==> src/rtl/dlfloat16_issue_ctrl.sv <==
// Issue/collect sequencer between the FP request channel and the dlfloat16 FPU.
// Optional macro DLF_ISSUE_BACK2BACK_EN lets RESP accept the next request directly.
module dlfloat16_issue_ctrl #(
  parameter int LAT_SHORT = 2,
  parameter int LAT_ARITH = 3,
  parameter int LAT_LONG  = 8
) (
  input  logic        clk,
  input  logic        rst_n,
  input  logic        req_valid,
  output logic        req_ready,
  input  logic [31:0] req_instr,
  input  logic [31:0] req_op1,
  input  logic [31:0] req_op2,
  input  logic [31:0] req_op3,
  output logic [31:0] fpu_instr,
  output logic [31:0] fpu_op1,
  output logic [31:0] fpu_op2,
  output logic [31:0] fpu_op3,
  input  logic [31:0] fpu_result,
  input  logic [4:0]  fpu_flags,
  output logic        rsp_valid,
  input  logic        rsp_ready,
  output logic [31:0] rsp_result,
  output logic [4:0]  rsp_flags,
  output logic [4:0]  fflags,
  input  logic        fflags_clr,
  output logic        busy
);

  typedef enum logic [1:0] {IDLE, EXEC, RESP} state_t;

  state_t     state;
  logic [3:0] cnt;
  logic [3:0] lat;
  logic [4:0] f5;
  logic       fused;
  logic       long_op;
  logic       arith_op;
  logic       accept;
  logic       rsp_fire;

  assign f5       = req_instr[31:27];
  assign fused    = req_instr[6:4] == 3'b100;
  assign long_op  = !fused && (f5 == 5'b00011 || f5 == 5'b01011);
  assign arith_op = !fused && (f5 == 5'b00000 || f5 == 5'b00001 ||
                               f5 == 5'b00010);

  always_comb begin
    lat = 4'(LAT_SHORT - 1);
    unique case (1'b1)
      fused:    lat = 4'(LAT_ARITH - 1);
      arith_op: lat = 4'(LAT_ARITH - 1);
      long_op:  lat = 4'(LAT_LONG - 1);
      default:  lat = 4'(LAT_SHORT - 1);
    endcase
  end

`ifdef DLF_ISSUE_BACK2BACK_EN
  assign req_ready = (state == IDLE) || (state == RESP && rsp_ready);
`else
  assign req_ready = (state == IDLE);
`endif

  assign rsp_valid = (state == RESP);
  assign busy      = (state != IDLE);
  assign accept    = req_valid && req_ready;
  assign rsp_fire  = rsp_valid && rsp_ready;

  always_ff @(posedge clk or negedge rst_n) begin
    if (!rst_n) begin
      state      <= IDLE;
      cnt        <= '0;
      fpu_instr  <= '0;
      fpu_op1    <= '0;
      fpu_op2    <= '0;
      fpu_op3    <= '0;
      rsp_result <= '0;
      rsp_flags  <= '0;
      fflags     <= '0;
    end else begin
      // clear-then-set when a clear coincides with delivery
      if (rsp_fire)
        fflags <= (fflags_clr ? 5'b0 : fflags) | rsp_flags;
      else if (fflags_clr)
        fflags <= '0;

      unique case (state)
        EXEC: begin
          if (cnt == 4'd0) begin
            rsp_result <= fpu_result;
            rsp_flags  <= fpu_flags;
            state      <= RESP;
          end else begin
            cnt <= cnt - 4'd1;
          end
        end
        RESP: if (rsp_fire) state <= IDLE;
        default: ;
      endcase

      if (accept) begin
        fpu_instr <= req_instr;
        fpu_op1   <= req_op1;
        fpu_op2   <= req_op2;
        fpu_op3   <= req_op3;
        cnt       <= lat;
        state     <= EXEC;
      end
    end
  end

endmodule

==> config.mk <==
export PLATFORM = sky130hd
export DESIGN_NAME = dlfloat16_issue_ctrl
export DESIGN_NICKNAME = d
export VERILOG_FILES = /design/src/rtl/dlfloat16_issue_ctrl.sv
export SDC_FILE = /design/constraint.sdc
export NUM_CORES = 1
export LEC_CHECK = 0
export ABC_AREA = 1
export CAP_MARGIN = 10
export CORE_MARGIN = 5
export CORE_UTILIZATION = 36
export CTS_CLUSTER_DIAMETER = 200
export DETAILED_ROUTE_END_ITERATION = 10
export PLACE_DENSITY = 0.86
export SLEW_MARGIN = 20
export SYNTH_ARGS = -nofsm -noshare
export SYNTH_HDL_FRONTEND = slang
export SYNTH_SLANG_ARGS = --single-unit
==> constraint.sdc <==
create_clock -name clk -period 1.4 [get_ports clk]
set_clock_uncertainty 0.2 [all_clocks]
set_input_delay 0.14 -clock clk [delete_from_list [all_inputs] [get_ports clk]]
set_output_delay 0.14 -clock clk [all_outputs]
set_load 0.02 [all_outputs]
# Yosys cells after proc, flatten, opt, wreduce, memory -nomap -nowiden
# Index checks and enable logic that the tools add are counted.
[op_classes]
addsub = 1
eq_ne = 10
n_mux = 10
bitwise_logic = 1
reduce_logical = 18
[op_table]
columns = ["op", "n"]
rows = [
  ["2-to-1 mux 4 bit", 3],
  ["== test 5 x 2 -> 1 bit (second input constant)", 2],
  ["2-to-1 mux 5 bit", 2],
  ["2-to-1 mux 2 bit", 3],
  ["one-hot mux 3 bit (2 select lines)", 1],
  ["== test 5 x 1 -> 1 bit (second input constant)", 1],
  ["== test 5 x 4 -> 1 bit (second input constant)", 1],
  ["zero test 5 bit", 1],
  ["OR 5 bit", 1],
  ["logical AND 1 bit", 4],
  ["zero test 4 bit", 1],
  ["one-hot mux 2 bit (2 select lines)", 1],
  ["AND reduction 2 bit", 2],
  ["nonzero test 2 bit", 2],
  ["subtractor 4 x 1 -> 4 bit (second input constant)", 1],
  ["== test 3 bit (second input constant)", 1],
  ["logical OR 1 bit", 3],
  ["inequality test 3 x 1 -> 1 bit (second input constant)", 1],
  ["inequality test 3 bit (second input constant)", 1],
  ["AND reduction 3 bit", 1],
  ["nonzero test 3 bit", 1],
  ["== test 2 x 1 -> 1 bit (second input constant)", 1],
  ["== test 2 bit (second input constant)", 1],
  ["zero test 2 bit", 1],
  ["other kinds (3)", 3],
]
[word_totals]
reg_bits = 176
in_bits = 170
out_inout_bits = 173
wordCells = 49

# Depth between registers and ports, before layout
# Gate-level depths: netlist of the first run.
[logic_depth]
depth_word = 7
ltp_mapped = 8

# Least setup slack after synthesis of the first run
# OpenSTA, ideal clock, no wires.
[synth_path]
path_type = "register -> register"
start = "register state[1]"
end = "register fpu_op1[10]"
setup_time_ps = 116
arrival_time_ps = 1403
required_time_ps = 1084
setup_slack_ps = -319
path_stages_with_launch = 7
path_cell_list = "dfrtp_1 nor2_1 nand2_2 buf_2 buf_2 nand2_1 nand2_1"
[synth_via]
elab_chain_cells = 2
[synth_lines]
columns = ["item", "line_no", "source"]
rows = [
  ["start, declared", "33", "state_t state;"],
  ["start signal, assigned", "72", "state <= IDLE;"],
  ["start signal, assigned", "93", "state <= RESP;"],
  ["start signal, assigned", "98", "RESP: if (rsp_fire) state <= IDLE;"],
  ["zero test 2 bit", "62", "assign req_ready = (state == IDLE);"],
  ["net req_ready", "11", "output logic req_ready,"],
  ["logical AND 1 bit", "67", "assign accept = req_valid && req_ready;"],
  ["end signal, assigned", "104", "fpu_op1 <= req_op1;"],
  ["end, declared", "17", "output logic [31:0] fpu_op1,"],
]
# The timed path passes the listed nets, and every way through them passes these cells.
# A chain may end at the register's enable or synchronous reset.

# Worst setup path in the final report of the first run
[layout_path]
start = "register state[0]"
end = "register fpu_op2[30]"
[layout_via]
elab_chain_cells = 2
[layout_lines]
columns = ["item", "line_no", "source"]
rows = [
  ["zero test 2 bit", "62", ""],
  ["logical AND 1 bit", "67", ""],
  ["end signal, assigned", "105", "fpu_op2 <= req_op2;"],
  ["end, declared", "18", "output logic [31:0] fpu_op2,"],
]
# Every way passes these cells.

==> results of run 1 <==
per-stage QoR:
stage | power, mW | setup slack [ns]
after detailed placement | 6.98 | -0.251
after CTS | 11.7 | -0.169
after floorplan | 5.88 | -0.0535
final | 11.6 | -0.202
after global placement | 6.94 | -0.211
after global routing | 12.0 | -0.253
final cells by class:
cell class | count | area, µm²
Fill cell | 1587 | 7410
Sequential cell | 176 | 4410
Timing Repair Buffer | 411 | 3550
Multi-Input combinational cell | 551 | 2310
Clock buffer | 20 | 447
Tap cell | 234 | 293
Clock inverter | 12 | 149
Inverter | 19 | 76.3
timing repair:
item	4_1_cts	5_1_grt
hold endpoints to repair	176	0
hold buffers	1	0
cloned	4	8
pin swaps	2	12
setup buffers	5	3
resized for setup	729	45
endpoints found under the setup margin	344	174
state kept, by name, indices dropped and copies added (netlist names):
name,cells
cnt,4
fflags,5
fpu_instr,32
fpu_op1,32
fpu_op2,32
fpu_op3,32
rsp_flags,5
rsp_result,32
state,2
worst max-delay path: cells and delay by family (launching register included):
family,cells,cell delay (ns)
AND/OR/NAND/NOR,4,0.33
flip-flops,1,0.45
buffers and inverters,4,0.55
power by group through the flow:
stage	Sequential (mW)	Clock [mW]	Combinational, mW
5_1_grt	5.40	5.16	1.46
2_1_floorplan	5.70	0	0.175
3_3_place_gp	5.46	0	1.48
6_report	5.38	4.84	1.35
4_1_cts	5.37	4.93	1.35
3_5_place_dp	5.47	0	1.51
cell families after synthesis:
logic type	after synthesis
compound gates	13
xor+xnor	1
fa+ha+maj	1
buf+inv	54
flops	176
simple gates	535
placed cells by master, fill, tap and decap left out, types with 9 or more instances in the layout:
cell               n
nand2_1          481
buf_12            16
buf_6              9
nand3_1           11
buf_2            170
buf_4             33
dfrtp_1          175
clkbuf_16         24
clkdlybuf4s50_1  168
inv_1             14
nand2_2           26
final timing paths:
check,from,end,slack (ns),depth (start not counted)
max in group asynchronous,rst_n,fpu_op2[2],0.48,3
hold / removal,rst_n,fpu_op3[13],-0.006,2
setup reg to reg,state[0],fpu_op2[30],-0.20,8
setup / recovery,state[0],fpu_op2[30],-0.20,8
min in group clk,req_op1[20],fpu_op1[20],0.05,3
hold reg to reg,rsp_result[17],rsp_result[17],0.27,2
routing by layer:
metal  track usage, %  vias to the layer above  share of wire, %
li1                 -                     3154                 -
met1             23.3                     3175                38
met2             36.6                      289                50
met3             6.20                       51               8.5
met4             6.66                        0               2.9
met5                0                        -                 0
==> results.txt, run 1 <==
Max-slew headroom - 75.4%
Core ar. - 0.0186 mm²
CP peak stage delay - 0.45 ns
Tmin final - 1.60 ns
Number of library cell types mapped by synthesis - 20
Count of final hold-check violations - 7
Seq pwr share - 46.5%
Setup_tns - -22.84 ns
Worst-skew pair later-pin latency - 0.42 ns
Syn_area_per_cell - 8.70 µm²
Most frequent CP cell - buf_12
Leak - 5.91 nW
Main synth FF type - dfrtp_1
Clock share of power - 41.8%
Placed cell count - 1370
Vias per std cell - 4.69
Die span in y - 147 µm
Yosys top cell area share - 64.9%
Die Span X - 147 µm
Area Overhead vs Synth - 65.6%
Required @ worst endpoint - 1.55 ns
Final net count - 1347
Cells after Synth - 780
Ys async rst share - 100%
Cell Pwr Density - 1030 mW/mm²
Fin cells - 1423
HPWL Detailed - 16400 µm
Post-DRT Antenna Nets - 0
Crit path capture type - flop
Netlist Area Pre-Place - 0.00679 mm²
EDFF count, synth - 0
Largest net degree at the start of global routing - 38
Ant diodes - 0
Root Driver - clkbuf_16
Pint - 8.69 mW
Number of CTS-inserted buffers - 17
Leading post-synthesis cells by cell area - dfrtp_1 65%, nand2_1 28%, buf_2 1.5%, inv_1 1.0%, nand3_1 0.88%
Standard-cell row count - 50
Max-cap violations - 0
Hold_ws - -0.00589 ns
Setup ws final - -0.202 ns
Total track usage - 20.4%
CTS Sinks - 176
Clock transition at path regs - 0.07 ns
Vias in the first global route - 6828
IO Count - 343
Clock Tree Buf Depth - 2
CP Launch Type - flop
Sw power - 2.88 mW
Post-Route WL - 23700 µm
Slew Viols, Final - 0
Synth warnings - 0
Slowest CP cell - dfrtp_2
Seq cells post-synth - 176
Switching share of power - 24.9%
Post-Synth Adder-Cell Area - 0.184%
Slew of the pin with the lowest slew margin - 0.369 ns
Share of cells above drive strength 1 - 26.8%
Global-route wire length before repair - 35600 µm
Largest family of logic cells by synthesized area - simple AND/OR/NAND/NOR gates
Synth Area in XOR/XNOR - 0.129%
GPL Wtd Cong - 0.839
Post-synthesis compound-gate area fraction - 1.01%
Routed vias - 6669
H-tree depth - 4
Post-route cell area - 0.0112 mm²
Top-count cell post-synth - nand2_1
Routed wire length per instance - 16.7 µm
DRC - 0
Worst path arrival time - 1.75 ns
Simple-gate share of the synthesized area - 30.0%
Post-synth top cells - 513 x nand2_1, 176 x dfrtp_1, 20 x buf_2, 18 x inv_1, 12 x nand3_1
Sequential-to-total area share from yosys stat - 64.9%
Die area - 0.0217 mm²
Drt first-iter violations - 323
Max Fclk - 624 MHz
Synth area leader - dfrtp_1
Kind of critical path - flop to flop
Status - complete, but fails checks
DRT Pass-1 Iters - 4
Initial antenna violation count - 0
Initial Utilization - 36.4%
Number of port buffers - 342
Gate power share - 11.7%
Fin util - 60.3%
Setup violators final - 174
Max VDD drop - 0.787 mV
HP Class - input port to async pin
Crit-path max FO - 7
Placed instance area - 0.0109 mm²
RSZ-0062 raised after global routing - yes
CTS tree - built
Gr ovfl total - 0
Syn_nets - 951
Mux contribution to synthesized area - 0%
Failing checks - negative hold slack, negative setup slack
Part of the cycle the worst path needs - 114%
Worst path cell trace - inv_4, nand2_4, nor2_4, buf_12, buf_12, clkbuf_16, nand2_2, nand2_1
Note: power is estimated with default switching activity, not from simulation.
==> inputs of run 2 (changes only) <==
Clock period 1.4 ns to 1.35 ns, I/O delays scaled along.
==> run 2 against run 1 <==
The flow still finishes with violations (negative hold slack, negative setup slack); die area did not move; cell count is 0.84% lower; critical endpoint is now fpu_op1[6]; hold slack improved by 0.0046 ns; core utilization is 1.2 points lower; register-to-register slack worse by 0.05 ns; non-clock buffer count down 12; worst setup slack got worse by 0.048 ns; wire length decreased by 2.2%; design area fell by 1.9%; global-route usage down 0.15 points; highest routed layer unchanged; power increased by 2.8%.
==> results.txt, run 2 (synthesis gave the netlist of run 1 again) <==
PnR Total Power - 11.9 mW
Drt first-iter violations - 303
Worst r2r path cells - 7
CP Launch Type - flop
Core ar. - 0.0186 mm²
Part of the cycle the worst path needs - 118%
Initial Utilization - 36.4%
Setup violators final - 174
Max VDD drop - 0.778 mV
Failing checks - negative hold slack, negative setup slack
Worst path arrival time - 1.71 ns
Multi-input logic area - 0.00226 mm²
Standard-cell row count - 50
Status - complete, but fails checks
Max-slew headroom - 68.3%
Required @ worst endpoint - 1.46 ns
Global-route wire length before repair - 35100 µm
Largest net degree at the start of global routing - 70
Tmin final - 1.60 ns
Setup ws final - -0.250 ns
DRC - 0
Leak - 5.79 nW
Setup_tns - -30.89 ns
Slew Viols, Final - 0
RSZ-0062 raised after global routing - yes
Routed vias - 6506
Number of port buffers - 342
Post-placement setup slack - -0.389 ns
CTS Sinks - 176
FF+latch area - 0.00441 mm²
Max-cap violations - 0
Worst-skew pair later-pin latency - 0.42 ns
Die Span X - 147 µm
Area Overhead vs Synth - 62.4%
HP Class - input port to async pin
Gr ovfl total - 0
Switching share of power - 24.9%
Total track usage - 20.3%
GPL Wtd Cong - 0.829
H-tree depth - 4
Number of CTS-inserted buffers - 17
Post-DRT Antenna Nets - 0
Routed wire length per instance - 16.4 µm
Vias per std cell - 4.61
Clock transition at path regs - 0.07 ns
DRT Pass-1 Iters - 4
Commonest non-fill, non-tap cells in the layout - 493 x nand2_1, 174 x dfrtp_1, 167 x clkdlybuf4s50_1
Post-Route WL - 23200 µm
WP depth - 7
Most common cell after layout, fill and taps aside - nand2_1
HPWL Detailed - 16100 µm
Vias in the first global route - 6655
Sw power - 2.96 mW
Kind of critical path - flop to flop
Pint - 8.94 mW
Crit-path max FO - 9
CP peak stage delay - 0.47 ns
Initial antenna violation count - 0
Seq pwr share - 46.9%
Slowest CP cell - dfrtp_2
Cell family with most CP delay - flip-flops
Clock share of power - 41.5%
Crit path capture type - flop
Max Fclk - 625 MHz
IO Count - 343
Root Driver - clkbuf_16
Hold_ws - -0.00124 ns
Worst path cell trace - nor2_4, buf_6, buf_12, nand2_8, clkbuf_16, nand2_1, nand2_1
CTS tree - built
Count of final hold-check violations - 5
Gate power share - 11.6%
Cell Pwr Density - 1080 mW/mm²
Crit path buf inv count - 3
Clock Tree Buf Depth - 2
Layout filler cell count - 1621
Slew of the pin with the lowest slew margin - 0.475 ns
Share of cells above drive strength 1 - 25.3%
Final net count - 1336
Most frequent CP cell - nand2_1
Ant diodes - 0
Die span in y - 147 µm
Die area - 0.0217 mm²
[run 2: cell count changes in the layout (fill, tap and decap cells not counted), moves of 2 or more]
cell	before	now
nand2_1	481	493
o21ai_0	5	9
clkbuf_16	24	20
nand2_4	6	1
clkinv_4	3	1
buf_2	170	166
nand2_2	26	19
o21ai_1	6	2
inv_6	2	6
buf_12	16	13
buf_4	33	28
buf_6	9	13
[run 2: final timing paths]
| check | slack (ns) | endpoint | from |
|---|---|---|---|
| worst max-delay path | -0.25 | fpu_op1[6] | state[1] |
| worst min-delay path | -0.001 | fpu_op1[3] | rst_n |
| worst max register to register | -0.25 | fpu_op1[6] | state[1] |
| worst min register to register | 0.27 | fpu_op3[26] | fpu_op3[26] |
| max in group asynchronous | 0.35 | fpu_op3[12] | rst_n |
| min in group clk | 0.04 | fpu_op3[3] | req_op3[3] |
[run 2: power by group through the flow]
stage,clock network [mW],logic (mW),registers [mW]
finish,4.94,1.38,5.58
global route,5.28,1.49,5.60
CTS,5.06,1.38,5.57
detailed placement,0,1.55,5.68
global placement,0,1.53,5.67
floorplan,0,0.181,5.91
[run 2: metrics by stage]
| step | instance area, µm² | util, % | cells |
|---|---|---|---|
| after floorplan | 6940 | - | 780 |
| after global placement | 10800 | 58.1 | 1363 |
| after detailed placement | 10800 | 58.1 | 1363 |
| after CTS | 10700 | 57.6 | 1401 |
| after global routing | 11000 | 59.1 | 1411 |
| final | 11000 | 59.1 | 1411 |
[run 2: area by class of cell]
type | count | area share [%]
timing repair buffer | 399 | 30.8
clock inverter | 13 | 1.37
timing repair inverter | 1 | 0.0795
sequential | 176 | 40.0
inverter | 19 | 0.738
tap | 234 | 2.66
multi-input combinational | 551 | 20.5
clock buffer | 18 | 3.90
[run 2: repair_timing]
action,CTS,global route
endpoints found under the hold margin,176,0
setup buffers,2,4
hold buffers,1,0
endpoints found under the setup margin,344,200
pin swaps,1,3
cloned,4,6
resized for setup,711,40
[run 2: layer usage]
metal	share of wire, %	vias to the layer above	track usage (%)
met3	7.1	43	6.01
met1	39	3071	24.0
met4	2.3	0	7.22
met5	0	-	0
li1	-	3128	-
met2	51	264	35.2
